$ cat src/rtl/nrz_bit_tx_240.sv
// NRZ serial transmitter: word FIFO, MSB-first shifter, 32-bit NCO bit clock.
// Define NRZ_M_EN for NRZ-M line coding (toggle on 1); default is NRZ-L.
module nrz_bit_tx_240 #(
    parameter int   WORD_W     = 8,
    parameter int   FIFO_DEPTH = 4,
    parameter logic IDLE_LEVEL = 1'b1
) (
    input  logic                          clk,
    input  logic                          rst,
    input  logic                          enable,
    input  logic [31:0]                   frequency_set,
    input  logic [WORD_W-1:0]             din,
    input  logic                          din_valid,
    output logic                          din_ready,
    output logic                          data,
    output logic                          clock,
    output logic                          sym_phase_of,
    output logic [31:0]                   NCO,
    output logic                          busy,
    output logic                          underrun,
    output logic [$clog2(FIFO_DEPTH):0]   fifo_level
);

    localparam int AW = $clog2(FIFO_DEPTH);
    localparam int CW = $clog2(WORD_W);
    localparam logic [CW-1:0] LAST_BIT = CW'(WORD_W - 1);
    localparam logic [AW:0]   FULL_LVL = (AW + 1)'(FIFO_DEPTH);

    typedef enum logic {IDLE, SHIFT} state_t;

    // Handshake: a word moves into the FIFO on any clk edge where din_valid and
    // din_ready are both high; din_ready depends only on the registered level.
    state_t              state;
    logic [31:0]         freq_reg;
    logic [32:0]         nco_sum;
    logic                carry;
    logic [WORD_W-1:0]   mem [FIFO_DEPTH];
    logic [AW-1:0]       wr_ptr;
    logic [AW-1:0]       rd_ptr;
    logic [WORD_W-1:0]   head;
    logic [WORD_W-2:0]   shift_reg;
    logic [CW-1:0]       bit_cnt;
    logic                fifo_empty;
    logic                push;
    logic                load;
    logic                mid_word;
    logic                next_bit;
    logic                line_next;
    logic                idle_next;

    assign nco_sum    = {1'b0, NCO} + {1'b0, freq_reg};
    assign carry      = enable & nco_sum[32];
    assign fifo_empty = (fifo_level == '0);
    assign din_ready  = (fifo_level != FULL_LVL);
    assign push       = din_valid & din_ready;
    assign head       = mem[rd_ptr];
    assign mid_word   = (state == SHIFT) && (bit_cnt != LAST_BIT);
    assign load       = carry & ~fifo_empty & ~mid_word;
    assign next_bit   = mid_word ? shift_reg[WORD_W-2] : head[WORD_W-1];
    assign busy       = (state == SHIFT);

`ifdef NRZ_M_EN
    assign line_next = data ^ next_bit;
    assign idle_next = data;
`else
    assign line_next = next_bit;
    assign idle_next = IDLE_LEVEL;
`endif

    always_ff @(posedge clk) begin
        if (push) mem[wr_ptr] <= din;
    end

    always_ff @(posedge clk or posedge rst) begin
        if (rst) begin
            NCO          <= '0;
            freq_reg     <= '0;
            sym_phase_of <= 1'b0;
            clock        <= 1'b0;
            data         <= IDLE_LEVEL;
            underrun     <= 1'b0;
            state        <= IDLE;
            shift_reg    <= '0;
            bit_cnt      <= '0;
            wr_ptr       <= '0;
            rd_ptr       <= '0;
            fifo_level   <= '0;
        end else begin
            if (push) wr_ptr <= wr_ptr + 1'b1;
            if (load) rd_ptr <= rd_ptr + 1'b1;
            if (push && !load)      fifo_level <= fifo_level + 1'b1;
            else if (load && !push) fifo_level <= fifo_level - 1'b1;

            if (!enable) begin
                // Holding off drops the partial word but keeps the FIFO.
                NCO          <= '0;
                freq_reg     <= frequency_set;
                sym_phase_of <= 1'b0;
                clock        <= 1'b0;
                data         <= IDLE_LEVEL;
                underrun     <= 1'b0;
                state        <= IDLE;
                bit_cnt      <= '0;
            end else begin
                NCO          <= nco_sum[31:0];
                sym_phase_of <= carry;
                clock        <= nco_sum[31];
                if (carry) begin
                    // Rate changes land only on a bit boundary.
                    freq_reg <= frequency_set;
                    if (load) begin
                        shift_reg <= head[WORD_W-2:0];
                        data      <= line_next;
                        bit_cnt   <= '0;
                        state     <= SHIFT;
                    end else if (mid_word) begin
                        shift_reg <= shift_reg << 1;
                        data      <= line_next;
                        bit_cnt   <= bit_cnt + 1'b1;
                    end else if (state == SHIFT) begin
                        data      <= idle_next;
                        state     <= IDLE;
                        underrun  <= 1'b1;
                    end
                end
            end
        end
    end

endmodule
$ cat config.mk
export PLATFORM = sky130hd
export DESIGN_NAME = nrz_bit_tx_240
export DESIGN_NICKNAME = d
export VERILOG_FILES = /design/src/rtl/nrz_bit_tx_240.sv
export SDC_FILE = /design/constraint.sdc
export NUM_CORES = 1
export LEC_CHECK = 0
export CORE_MARGIN = 2
export CORE_UTILIZATION = 25
export CTS_BUF_LIST = sky130_fd_sc_hd__clkbuf_16
export CTS_CLUSTER_SIZE = 8
export DETAILED_ROUTE_END_ITERATION = 12
export PLACE_DENSITY_LB_ADDON = 0.05
export SKIP_CTS_REPAIR_TIMING = 1
export SYNTH_ARGS = -nofsm -noshare
export SYNTH_HDL_FRONTEND = slang
export SYNTH_SLANG_ARGS = --single-unit
$ cat constraint.sdc
create_clock -name clk -period 6.25 [get_ports clk]
set_input_delay 0.9375 -clock clk [delete_from_list [all_inputs] [get_ports clk]]
set_output_delay 0.9375 -clock clk [all_outputs]
set_load 0.01 [all_outputs]
Word level (Yosys, flattened, before mapping)
Memories as Yosys holds them, arrays and structs flattened.
Index checks and enable logic that the tools add are counted.

word-level totals
  register bits = 86
  bits in writable memories = 32
  input port bits = 44
  memories kept = 1

memories
  memory  words  width  rd ports  clocked after Yosys merged registers in  write ports  RTL line  text
  mem     4      8      1         0                                        1            37        logic [WORD_W-1:0] mem [FIFO_DEPTH];

operators by class
  add/subtract/negate cells = 6
  equality and inequality tests = 9
  multiplexer cells = 29
  bitwise operators = 6
  reductions and logical operators = 13

operator list
  operator                                               count
  2-to-1 mux 32 bit                                      3
  adder 32 x 32 -> 33 bit                                1
  2-to-1 mux 1 bit                                       18
  2-to-1 mux 3 bit                                       6
  2-to-1 mux 7 bit                                       2
  inequality test 3 bit, second input constant           3
  adder 3 x 1 -> 3 bit, second input constant            2
  AND reduction 2 bit                                    3
  adder 2 x 1 -> 2 bit, second input constant            2
  AND 1 bit                                              4
  inequality test 2 x 1 -> 1 bit, second input constant  2
  inequality test 2 bit, second input constant           2
  inequality test 4 x 1 -> 1 bit, second input constant  1
  AND reduction 4 bit                                    1
  nonzero test 2 bit                                     2
  logical AND 1 bit                                      3
  logical NOT 3 bit                                      1
  inequality test 3 x 1 -> 1 bit, second input constant  1
  AND reduction 3 bit                                    1
  subtractor 3 x 1 -> 3 bit, second input constant       1
  logical NOT 1 bit                                      2
  NOT 1 bit                                              2

Longest topological paths before layout
  word-level depth = 7
  mapped depth = 16

Worst setup path before layout
Ideal clock, no wire load.

  path kind = register to register
  start = reg NCO[11]
  end = reg fifo_level[2]
  setup time = 0.079 ns
  arrival = 3.369 ns
  setup slack = 2.802 ns
  cell stages (with the launch flop) = 14
  buffers on the path = 0
  clock period less this slack = 3.448 ns
  cell sequence = dfrtp_1 -> ha_1 -> a2111o_1 -> nand4b_1 -> and4_1 -> a41o_1 -> a311oi_4 -> nand3b_1 -> ha_1 -> inv_1 -> fa_1 -> xor2_1 -> nor2_1 -> xor2_1

between the ends
  cells in the longest elaborated chain, start to end = 7
  elaborated cells between the ends (all ways) = 9

ends and longest elaborated chain
  element                                                 RTL line  text
  start: declaration                                      18        output logic [31:0] NCO,
  start signal: assignment                                105       NCO <= nco_sum[31:0];
  adder 32 x 32 -> 33 bit (*)                             51        assign nco_sum = {1'b0, NCO} + {1'b0, freq_reg};
  AND 1 bit (*)                                           52        assign carry = enable & nco_sum[32];
  AND 1 bit (*) (2 in series)                             58        assign load = carry & ~fifo_empty & ~mid_word;
  logical NOT 1 bit                                       91        if (push && !load) fifo_level <= fifo_level + 1'b1;
  logical AND 1 bit                                       91
  2-to-1 mux 3 bit or nonzero test 2 bit (tied branches)  --
  end signal: assignment                                  91
  end signal: assignment                                  92        else if (load && !push) fifo_level <= fifo_level - 1'b1;
  end: declaration                                        21        output logic [$clog2(FIFO_DEPTH):0] fifo_level

Every way passes the cells marked *; elsewhere a longest branch is shown, timed or not.
A chain may end at the register's enable or synchronous reset.

Worst setup path in the final report
Ends and elaborated chain as after synthesis.

==> results summary <==
The flow ran to the end, and the final reports show no timing, DRC or antenna violations. The number of vias in the routed layout is 4,217. The count of final hold-check violations came to 0.

The post-detailed-placement half-perimeter wirelength came out at 10,700 um. Before antenna repair, the detailed router went through 4 iterations. In this run, the number of DRC markers left after iteration 0 of detailed routing was 194. The maximum ir drop on the vdd rail came out at 0.000162 V. The worst path in the final design needs a cycle of 3.94 ns, including I/O delays and setup. For this design the total switching power over the nets is 1700 uW. The worst-case setup margin in the final layout came out at 2.31 ns. The number of fillers in the final layout came out at 2,461. The count of inserted antenna diode cells is 0. The headroom to the max-slew limit is 52.6%.

The worst slack on hold paths is 0.506 ns. The total routing resource utilization after global routing is 12.4%. The synthesized netlist contains 55 unique library cells. The height of the chip is 162 um. The root cell of the clock tree is clkbuf_16. The static leakage is 0.00342 uW. The ratio of routed vias to standard cells is 4.50. Counting flops with a built-in enable in the synthesized netlist gives 32.

The area after detailed placement came out at 7410 um2. The highest clock rate is 0.254 GHz. Setup repair after global routing left no endpoint under its margin.

Clock-pin slew was measured on the worst setup and hold paths at 0.06 ns. The internal power summed over all cells came out at 2720 uW. The number of max-cap violations is 0.

Setup total negative slack on the finished layout was measured at 0 ns. The netlist area before placement came out at 6240 um2. The total area of sequential cells is 3090 um2.

The maximum number of pins on one net before global-route repair is 50. In this run the register-to-register setup slack is 2.31 ns. In this run, CTS created clock tree buffers numbering 17. The maximum clock path buffer count is 2. Once the floorplan was initialized, standard cells occupied 25.6% of the core. The maximum net fanout on the critical path is 13. The fraction of synthesis flops using an asynchronous set or reset pin came out at 72.6%. The data arrival time of the worst path is 4.29 ns. Setup violations remaining at the end of the flow were counted as 0.

The post-layout utilization of the core came out at 32.8%. The port buffer count came out at 84. The total die area is 26,200 um2. The top-level port count came out at 85. The clock reaches the later pin of the worst-skew pair after 0.42 ns. Synthesis produced a netlist whose cell count is 513. The critical path required time came out at 6.60 ns. The layout overhead on the synthesized area came out at 28.2%.

The most used flip-flop cell after synthesis is dfrtp_1. The total wire length after detailed routing came out at 15,200 um. The average wire per cell in the routed design is 16.2 um. The post-synthesis area per instance came out at 12.2 um2. The sequential power share came out at 28.4%. The worst hold path belongs to the class flop to flop. Of all cell types, the one taking the most synthesized area is dfrtp_1. Net switching is 38.4% of the power.

The final global-route overflow total is 0. For the pin with the worst max-slew slack, the measured transition is 0.711 ns. The share of the cycle needed by the critical path after routing is 63.0%. The fraction of final layout cells with drive strength greater than 1 came out at 14.7%. The H-tree generated during clock tree synthesis spans 4 levels. The floorplan has 57 rows. Counting flops and latches in the post-synthesis netlist gives 117. TritonCTS built the clock tree. For the final database, setup skew stands at 0.0113 ns.

Dividing total power by cell area gives a power density of 553 nW/um2. The congestion estimate from routability-driven global placement came to 0.754. The clock sink count is 117. The multi-input gate area in the final layout is 2970 um2. The residual antenna-violating net count after detailed routing is 0.

The number of warning messages in the yosys log is 0. The post-synthesis net count is 598. The minimum setup slack after placement is 2.27 ns. The net count of the finished layout is 685. The finished cells cover 8000 um2.

The relative contribution of combinational cells to total power is 49.3%. The clock network power share came out at 22.3%. The fraction of post-synthesis cell area in the top cell type by area came out at 33.7%. The final-report max-slew violation count came out at 0. The first global-routing pass estimated 24,900 um of wire. The floorplan die width is 162 um. By area the synthesized netlist is led by dfrtp_1 34%, edfxtp_1 15%, ha_1 7.8%. The initial antenna violation count came out at 0. The sequential element share of the synthesized area is 49.5%. The number of global-route vias before repair came out at 4,475. The area inside the core boundary came out at 24,400 um2. The worst setup path is launched from a flop. STA classifies the critical path endpoint as a flop. The number of design rule violations left after detail routing came out at 0.

The kind of critical path is flop to flop.
## per-layer routing
layer  track usage [%]  wire, um  vias up
met5                 0         0        -
met4              4.34       172        0
met3              2.99       575       10
met2              19.5      6970       86
met1              16.6      7440     2079
li1                  -         -     2042
## cell usage in the layout (no fill, tap or decap), drive strengths merged, types with 3 or more instances in the layout
cell and n:
nor2b 5, mux2 42, o22ai 4, clkdlybuf4s50 84, xnor2 19, clkbuf 17
clkinv 5, and3 11, ha 39, edfxtp 32, inv 29, o21ai 17
buf 3, nand3 8, o21a 6, mux2i 3, o21bai 4, nor3 6
o211ai 6, nand4 4, o311ai 3, nand2b 6, a21oi 30, a31oi 6
nand2 28, nor2 19, mux4 8, xor2 8, a21o 11, dfrtp 84
and2 30, a211o 4, a311oi 3
## power by group through the flow
stage | Clock (uW) | Combinational, uW | Sequential [uW]
finish | 984 | 2180 | 1260
global route | 1060 | 2440 | 1300
CTS | 1020 | 2210 | 1270
detailed placement | 0 | 2190 | 1280
global placement | 0 | 2200 | 1270
floorplan | 0 | 1570 | 1240
## critical path: stages (launching register included)
cell and delay, ns:
dfrtp_1 0.37, ha_1 0.38, a2111o_1 0.44, nand4b_1 0.19, and4_1 0.22, a41o_1 0.31, a311oi_4 0.59, nand3b_1 0.29
ha_1 0.23, inv_1 0.06, fa_1 0.37, xor2_1 0.17, nor2_1 0.11, xor2_1 0.14
## area by class of cell
type | count | share of cell area, %
sequential | 117 | 38.6
multi-input combinational | 356 | 37.2
timing repair buffer | 87 | 10.8
clock buffer | 17 | 5.32
tap | 324 | 5.07
clock inverter | 15 | 2.03
inverter | 21 | 1.00
## synth_stat cells (2+ instances only)
cell,count
nand3b_1,2
mux4_2,8
nor3_1,6
ha_1,39
nand3_1,8
nor4b_1,2
o31ai_1,2
edfxtp_1,32
nand2_1,27
a31oi_1,6
o21ai_0,17
and4_1,2
mux2i_1,3
xnor2_1,19
o22ai_1,4
nor2_1,19
and2_1,29
a21boi_0,2
o211ai_1,6
a221oi_1,2
o21a_1,6
o311ai_0,3
a21o_1,11
nor2b_1,5
nand2b_1,6
a311oi_1,2
and3_1,11
nand4b_1,2
xor2_1,8
mux2_2,12
fa_1,2
o21bai_1,4
dfrtp_1,84
a21oi_1,30
mux2_4,30
a211o_1,4
and3b_1,2
inv_1,21
buf_6,3
nand4_1,4
clkbuf_1,14
## through the flow
stage                     power, uW  instances
final                          4420        937
after global routing           4790        937
after CTS                      4490        937
after detailed placement       3470        905
after global placement         3470        905
after floorplan                2810        513
## cell families (layout without fill, tap and decap cells)
| group | count (synthesis) | in the layout | share of synthesized area [%] |
|---|---|---|---|
| flip-flops | 117 | 117 | 49.5 |
| AND/OR/NAND/NOR | 130 | 130 | 11.4 |
| buffers and inverters | 40 | 140 | 2.85 |
| XOR/XNOR | 27 | 27 | 3.79 |
| multiplexers | 53 | 53 | 12.8 |
| adder cells (fa/ha/maj) | 41 | 41 | 8.46 |
| AO/OA/AOI/OAI | 105 | 105 | 11.3 |
## final timing paths
| path | depth (start not counted) | to | start |
|---|---|---|---|
| worst max-delay path | 13 | fifo_level[2] | NCO[11] |
| worst min-delay path | 1 | shift_reg[1] | shift_reg[1] |
| worst max register to register | 13 | fifo_level[2] | NCO[11] |
| worst min register to register | 1 | shift_reg[1] | shift_reg[1] |
| max in group asynchronous | 3 | freq_reg[31] | rst |
| min in group asynchronous | 2 | freq_reg[2] | rst |
No activity file was read; power rests on OpenSTA's default activity.
